## src/rtl/pool_stream.sv

```systemverilog
// pool_stream: streaming non-overlapping POOL_SIZE x POOL_SIZE pooling engine.
// Pixels arrive in raster order with all channels packed into one beat. Each
// window is reduced horizontally in a per-channel accumulator. Partial window
// results are folded vertically through a row buffer that holds one entry per
// output column.
// Optional feature macro POOL_AVG_EN: when it is defined, the average datapath is
// compiled in and the mode input selects max (0) or average (1). When it is
// undefined, the engine always computes max.
module pool_stream #(
  parameter int DATA_WIDTH   = 8,
  parameter int CHANNELS     = 1,
  parameter int IFMAP_WIDTH  = 32,
  parameter int IFMAP_HEIGHT = 32,
  parameter int POOL_SIZE    = 2
) (
  input  logic                           clk,
  input  logic                           reset,
  input  logic                           start,
  input  logic                           mode,
  input  logic                           in_valid,
  output logic                           in_ready,
  input  logic [CHANNELS*DATA_WIDTH-1:0] in_data,
  output logic                           out_valid,
  input  logic                           out_ready,
  output logic [CHANNELS*DATA_WIDTH-1:0] out_data,
  output logic                           busy,
  output logic                           done
);

  localparam int LOG2P   = $clog2(POOL_SIZE);
  localparam int OFMAP_W = IFMAP_WIDTH / POOL_SIZE;
  localparam int OFMAP_H = IFMAP_HEIGHT / POOL_SIZE;
  // One spare bit on the counters keeps the row-buffer index slice in range
  // even when the image is exactly one window wide.
  localparam int COL_W   = $clog2(IFMAP_WIDTH + 1);
  localparam int ROW_W   = $clog2(IFMAP_HEIGHT + 1);
  localparam int ADDR_W  = (OFMAP_W > 1) ? $clog2(OFMAP_W) : 1;
  localparam int DEPTH   = 1 << ADDR_W;
`ifdef POOL_AVG_EN
  localparam int ACC_W   = DATA_WIDTH + 2 * LOG2P;
`else
  localparam int ACC_W   = DATA_WIDTH;
`endif

  typedef enum logic [1:0] {IDLE, RUN, FLUSH} state_t;

  state_t                         state_reg, state_next;
  logic                           done_reg, done_next;
  logic [COL_W-1:0]               in_col_reg;
  logic [ROW_W-1:0]               in_row_reg;
  logic                           out_valid_reg;
  logic [CHANNELS*DATA_WIDTH-1:0] out_data_reg;

  logic [CHANNELS*ACC_W-1:0]      h_acc_reg, rb_q_reg;
  logic [CHANNELS*ACC_W-1:0]      pix_ext, h_comb, row_val;
  logic [CHANNELS*DATA_WIDTH-1:0] pool_res;
  logic [CHANNELS*ACC_W-1:0]      row_buf [DEPTH];

  logic             accept, in_win, last_pix, emit;
  logic [LOG2P-1:0] win_col, win_row;
  logic [ADDR_W-1:0] rb_idx;

`ifdef POOL_AVG_EN
  logic avg_mode_reg;

  // Capture the reduction mode at frame start; it holds for the whole frame.
  always_ff @(posedge clk or posedge reset) begin
    if (reset)                         avg_mode_reg <= 1'b0;
    else if (state_reg == IDLE && start) avg_mode_reg <= mode;
  end

  function automatic logic [ACC_W-1:0] combine(input logic [ACC_W-1:0] a,
                                               input logic [ACC_W-1:0] b);
    return avg_mode_reg ? (a + b) : ((a > b) ? a : b);
  endfunction
`else
  logic unused_mode;
  assign unused_mode = mode;

  function automatic logic [ACC_W-1:0] combine(input logic [ACC_W-1:0] a,
                                               input logic [ACC_W-1:0] b);
    return (a > b) ? a : b;
  endfunction
`endif

  assign in_ready  = (state_reg == RUN) && (!out_valid_reg || out_ready);
  assign accept    = in_valid && in_ready;
  assign busy      = (state_reg != IDLE);
  assign done      = done_reg;
  assign out_valid = out_valid_reg;
  assign out_data  = out_data_reg;

  assign win_col  = in_col_reg[LOG2P-1:0];
  assign win_row  = in_row_reg[LOG2P-1:0];
  assign rb_idx   = in_col_reg[LOG2P +: ADDR_W];
  assign in_win   = (in_col_reg < COL_W'(OFMAP_W * POOL_SIZE)) &&
                    (in_row_reg < ROW_W'(OFMAP_H * POOL_SIZE));
  assign last_pix = (in_col_reg == COL_W'(IFMAP_WIDTH - 1)) &&
                    (in_row_reg == ROW_W'(IFMAP_HEIGHT - 1));
  assign emit     = accept && in_win && (&win_col) && (&win_row);

  // Per-channel reduction: horizontal fold, vertical fold against the row
  // buffer (the first window row passes straight through), final scaling.
  for (genvar gi = 0; gi < CHANNELS; gi++) begin : g_ch
    assign pix_ext[gi*ACC_W +: ACC_W] = ACC_W'(in_data[gi*DATA_WIDTH +: DATA_WIDTH]);
    assign h_comb[gi*ACC_W +: ACC_W]  = combine(h_acc_reg[gi*ACC_W +: ACC_W],
                                                pix_ext[gi*ACC_W +: ACC_W]);
    assign row_val[gi*ACC_W +: ACC_W] = (win_row == '0) ? h_comb[gi*ACC_W +: ACC_W] :
                                        combine(rb_q_reg[gi*ACC_W +: ACC_W],
                                                h_comb[gi*ACC_W +: ACC_W]);
`ifdef POOL_AVG_EN
    assign pool_res[gi*DATA_WIDTH +: DATA_WIDTH] = avg_mode_reg ?
        DATA_WIDTH'(row_val[gi*ACC_W +: ACC_W] >> (2 * LOG2P)) :
        row_val[gi*ACC_W +: DATA_WIDTH];
`else
    assign pool_res[gi*DATA_WIDTH +: DATA_WIDTH] = row_val[gi*ACC_W +: DATA_WIDTH];
`endif
  end

  // Accumulator and row buffer. The buffer entry for a window is read at the
  // window's first column, so its registered read is ready by the last column.
  always_ff @(posedge clk) begin
    if (accept && in_win) begin
      if (win_col == '0) begin
        h_acc_reg <= pix_ext;
        rb_q_reg  <= row_buf[rb_idx];
      end else begin
        h_acc_reg <= h_comb;
      end
      if (&win_col) row_buf[rb_idx] <= row_val;
    end
  end

  // State register, done pulse and raster position counters.
  always_ff @(posedge clk or posedge reset) begin
    if (reset) begin
      state_reg  <= IDLE;
      done_reg   <= 1'b0;
      in_col_reg <= '0;
      in_row_reg <= '0;
    end else begin
      state_reg <= state_next;
      done_reg  <= done_next;
      if (state_reg == IDLE && start) begin
        in_col_reg <= '0;
        in_row_reg <= '0;
      end else if (accept) begin
        if (in_col_reg == COL_W'(IFMAP_WIDTH - 1)) begin
          in_col_reg <= '0;
          in_row_reg <= (in_row_reg == ROW_W'(IFMAP_HEIGHT - 1)) ? '0 : in_row_reg + 1'b1;
        end else begin
          in_col_reg <= in_col_reg + 1'b1;
        end
      end
    end
  end

  // Output register: load on a completed window, clear once downstream takes it.
  always_ff @(posedge clk or posedge reset) begin
    if (reset) begin
      out_valid_reg <= 1'b0;
      out_data_reg  <= '0;
    end else if (emit) begin
      out_valid_reg <= 1'b1;
      out_data_reg  <= pool_res;
    end else if (out_ready) begin
      out_valid_reg <= 1'b0;
    end
  end

  // Frame sequencing. FLUSH waits for any pending output to be accepted.
  always_comb begin
    state_next = state_reg;
    done_next  = 1'b0;
    case (state_reg)
      IDLE:    if (start) state_next = RUN;
      RUN:     if (accept && last_pix) state_next = FLUSH;
      FLUSH: begin
        if (!out_valid_reg || out_ready) begin
          state_next = IDLE;
          done_next  = 1'b1;
        end
      end
      default: state_next = IDLE;
    endcase
  end

endmodule

```

## config.mk

```make
export PLATFORM = sky130hd
export DESIGN_NAME = pool_stream
export DESIGN_NICKNAME = d
export VERILOG_FILES = /design/src/rtl/pool_stream.sv
export SDC_FILE = /design/constraint.sdc
export NUM_CORES = 1
export LEC_CHECK = 0
export ABC_AREA = 0
export CAP_MARGIN = 20
export CORE_UTILIZATION = 50
export DETAILED_ROUTE_END_ITERATION = 10
export GPL_ROUTABILITY_DRIVEN = 0
export PLACE_DENSITY = 0.68
export SKIP_CTS_REPAIR_TIMING = 1
export SLEW_MARGIN = 25
export SYNTH_ARGS = -nofsm -noshare
export SYNTH_HDL_FRONTEND = slang
export SYNTH_SLANG_ARGS = --single-unit
```

## constraint.sdc

```tcl
create_clock -name clk -period 4.2 [get_ports clk]
set_input_delay 0.42 -clock clk [delete_from_list [all_inputs] [get_ports clk]]
set_output_delay 0.42 -clock clk [all_outputs]
set_load 0.1 [all_outputs]
```

==> summary.md <==
| Metric | Value |
|---|---|
| Status | `complete, no violations` |
| Ant diodes | `0` |
| CTS sink cnt | `around 170` |
| Total GRT Usage | `0.209` |
| Pre-Repair DR Iteration Count | `7` |
| First-pass GRT wire length | `around 22 mm` |
| Syn_nets | `between 400 and 500` |
| Std-Cell Rows | `between 40 and 50` |
| Die X | `123 um` |
| Die area | `approximately 15000 um2` |
| Layout cells sized above 1 | `0.236` |
| Setup WS pre-CTS | `-194 ps` |
| Final-report max-slew violation count | `0` |
| Max incr delay on CP | `roughly 550 ps` |
| Commonest cells after routing, fill and taps aside | `edfxtp_1, nor2_1, mux4_2, buf_4, clkdlybuf4s50_1` |
| Commonest non-fill, non-tap cell in the layout | `edfxtp_1` |
| DR vias/cell | `a little under 6` |
| Sequential fraction of the synthesis area | `0.678` |
| CTS max path bufs | `2` |
| Part of the cycle the worst path needs | `0.963` |
| Initial antenna violation count | `0` |
| IR drop worst, VDD | `between 600 and 700 uV` |
| Number of H-tree levels | `4` |
| Setup crit start kind | `primary input` |
| Area delta synth->final | `17.2%` |
| Number of fill cells in the layout | `between 1k and 1.5k` |
| Setup slack after layout | `about 160 ps` |
| Vias | `~4k` |
| CTS buffer count | `17` |
| Die Y | `between 100 and 150 um` |
| Area occupied by multi-input gates | `between 2000 and 2500 um2` |
| Reg with most FFs | `row_buf` |
| Register Area | `approximately 4900 um2` |
| Initial DRC Count | `between 300 and 400` |
| Synthesized instance count | `around 440` |
| Unique masters post-synth | `47` |
| TritonCTS clock tree | `built` |
| Max Cap Viol | `0` |
| Seq cells post-synth | `about 170` |
| Worst skew pair latency | `about 420 ps` |
| P per Cell Area | `671 nW/um2` |
| Fin Setup TNS | `0 ps` |
| CP cell instances | `clkdlybuf4s50_1 > inv_1 > ha_1 > a21oi_1 > o21ai_0 > o31ai_2 > buf_4 > o21ai_0 > and2_1 > ha_1 > a21oi_1 > nor2_1 > a211oi_1 > nand2_1 > a32oi_1 > buf_4` |
| Mapped Area | `between 7000 and 8000 um2` |
| Final Hold Viols | `0` |
| Slowest-stage cell, CP | `a32oi_1` |
| Max reg flops | `128` |
| Port Buf Inserts | `24` |
| RSZ-0062 raised after global routing | `yes` |
| # setup viols final | `0` |
| Total Wirelength | `approximately 14 mm` |
| Placed cells | `~660` |
| Final Non-Filler Cells | `slightly below 700` |
| Starting Density | `0.518` |
| Layout Nets | `roughly 540` |
| Largest net degree at the start of global routing | `39` |
| Worst Max-Slew Pin Slew | `about 1000 ps` |
| Mapped Avg Cell Area | `approximately 16 um2` |
| Routed Antenna Nets | `0` |
| WL/cell | `approximately 20 um` |
| LEAKAGE | `approximately 3 nW` |
| Final HPWL DP | `approximately 10 mm` |
| Crit path time final | `roughly 4000 ps` |
| Endpoint class of the critical path | `flip-flop` |
| Clk_skew | `about 8.5 ps` |
| Fmax | `247 MHz` |
| DRC errors left | `0` |
| Overflow after GRT | `0` |
| Hold WC Path Type | `in -> async` |
| Rel. slew slack | `0.333` |
| DP Area | `a little under 8000 um2` |
| Core Region | `roughly 14000 um2` |
| Yosys warns | `0` |
| Critical Path RT | `~4500 ps` |
| Clk root buf | `clkbuf_16` |
| CP max FO | `16` |
| Clock transition at path regs | `60 ps` |
| CP arrival | `~4300 ps` |
| Finished layout cell area | `around 8500 um2` |
| Vias in the first global route | `around 3.9k` |
| IO Count | `26` |
| Kind of critical path | `in -> reg` |
-- kinds of logic (layout without fill, tap and decap cells) --
| family | Yosys count | after routing | share of synthesized area |
|---|---|---|---|
| mux | 49 | 49 | 0.138 |
| xor+xnor | 4 | 4 | 0.00482 |
| compound gates | 49 | 49 | 0.0432 |
| flops | 168 | 168 | 0.678 |
| simple gates | 122 | 122 | 0.0859 |
| buf+inv | 34 | 106 | 0.0196 |
| fa+ha+maj | 18 | 18 | 0.0310 |
-- cell usage after synthesis, drive strengths merged --
| library cell | count | area share |
|---|---|---|
| o32ai | 1 | 0.0012 |
| o31a | 1 | 0.0012 |
| o211ai | 2 | 0.0021 |
| nand3b | 2 | 0.0021 |
| o31ai | 2 | 0.0028 |
| nor2b | 3 | 0.0036 |
| xor2 | 4 | 0.0048 |
| nand2b | 4 | 0.0045 |
| nor3b | 1 | 0.0010 |
| o21ai | 13 | 0.0090 |
| nand4 | 7 | 0.0060 |
| mux4 | 40 | 0.12 |
| or2 | 5 | 0.0043 |
| inv | 13 | 0.0067 |
| and3 | 1 | 0.00086 |
| nor3 | 8 | 0.0077 |
| and2 | 9 | 0.0081 |
| a21oi | 16 | 0.011 |
| buf | 10 | 0.0072 |
| mux2i | 1 | 0.0014 |
| nor4 | 2 | 0.0017 |
| o211a | 1 | 0.0014 |
| nand2 | 18 | 0.0093 |
| edfxtp | 144 | 0.60 |
| ha | 18 | 0.031 |
| mux2 | 8 | 0.012 |
| nand3 | 15 | 0.010 |
| a21o | 2 | 0.0021 |
| nor2 | 44 | 0.023 |
| a31oi | 1 | 0.00086 |
| clkbuf | 11 | 0.0057 |
| a32oi | 8 | 0.0096 |
| or3 | 1 | 0.00086 |
| a211oi | 2 | 0.0021 |
| dfrtp | 24 | 0.083 |
| or3b | 2 | 0.0028 |
-- through the flow --
| step | util | total power, mW | hold WS, ps |
|---|---|---|---|
| after global routing | 0.606 | 5.96 | 446 |
| after global placement | 0.564 | 4.12 | 495 |
| final | 0.606 | 5.71 | 373 |
| after CTS | 0.606 | 5.76 | 510 |
| after floorplan | - | 3.60 | 435 |
| after detailed placement | 0.564 | 4.18 | 500 |
-- metal layers --
metal / wire, um / track usage / part of all wire
met1: 6610 / 0.304 / 0.46
met2: 6840 / 0.317 / 0.48
met3: 634 / 0.0409 / 0.044
met4: 172 / 0.0732 / 0.012
met5: 0 / 0 / 0
-- area by class of cell --
| class | instances | area share |
|---|---|---|
| Clock buffer | 21 | 0.0517 |
| Timing Repair Buffer | 61 | 0.0608 |
| Multi-Input combinational cell | 242 | 0.258 |
| Inverter | 13 | 0.00573 |
| Sequential cell | 168 | 0.579 |
| Clock inverter | 11 | 0.0181 |
| Tap cell | 180 | 0.0265 |
-- critical path: cells and delay by family --
family	cells	cell delay (ps)
fa+ha+maj	2	620
buf+inv	4	1060
compound gates	7	1680
simple gates	3	510
-- where the power goes --
group,internal (mW),switching (mW)
Clock,0.985,0.594
Combinational,0.713,1.02
Sequential,2.19,0.214
Total,3.88,1.83
-- path summary, 6_finish.rpt --
path	start	endpoint	slack, ps	cells after the start
worst max register to register	h_acc_reg[6]	row_buf[10][3]	320	13
max in group asynchronous	reset	in_col_reg[1]	3380	2
worst max-delay path	in_data[7]	row_buf[10][3]	160	16
min in group clk	out_data[7]	out_data[7]	510	1
worst min register to register	out_data[7]	out_data[7]	510	1
worst min-delay path	reset	state_reg[0]	370	2
No activity file was read; power rests on OpenSTA's default activity.
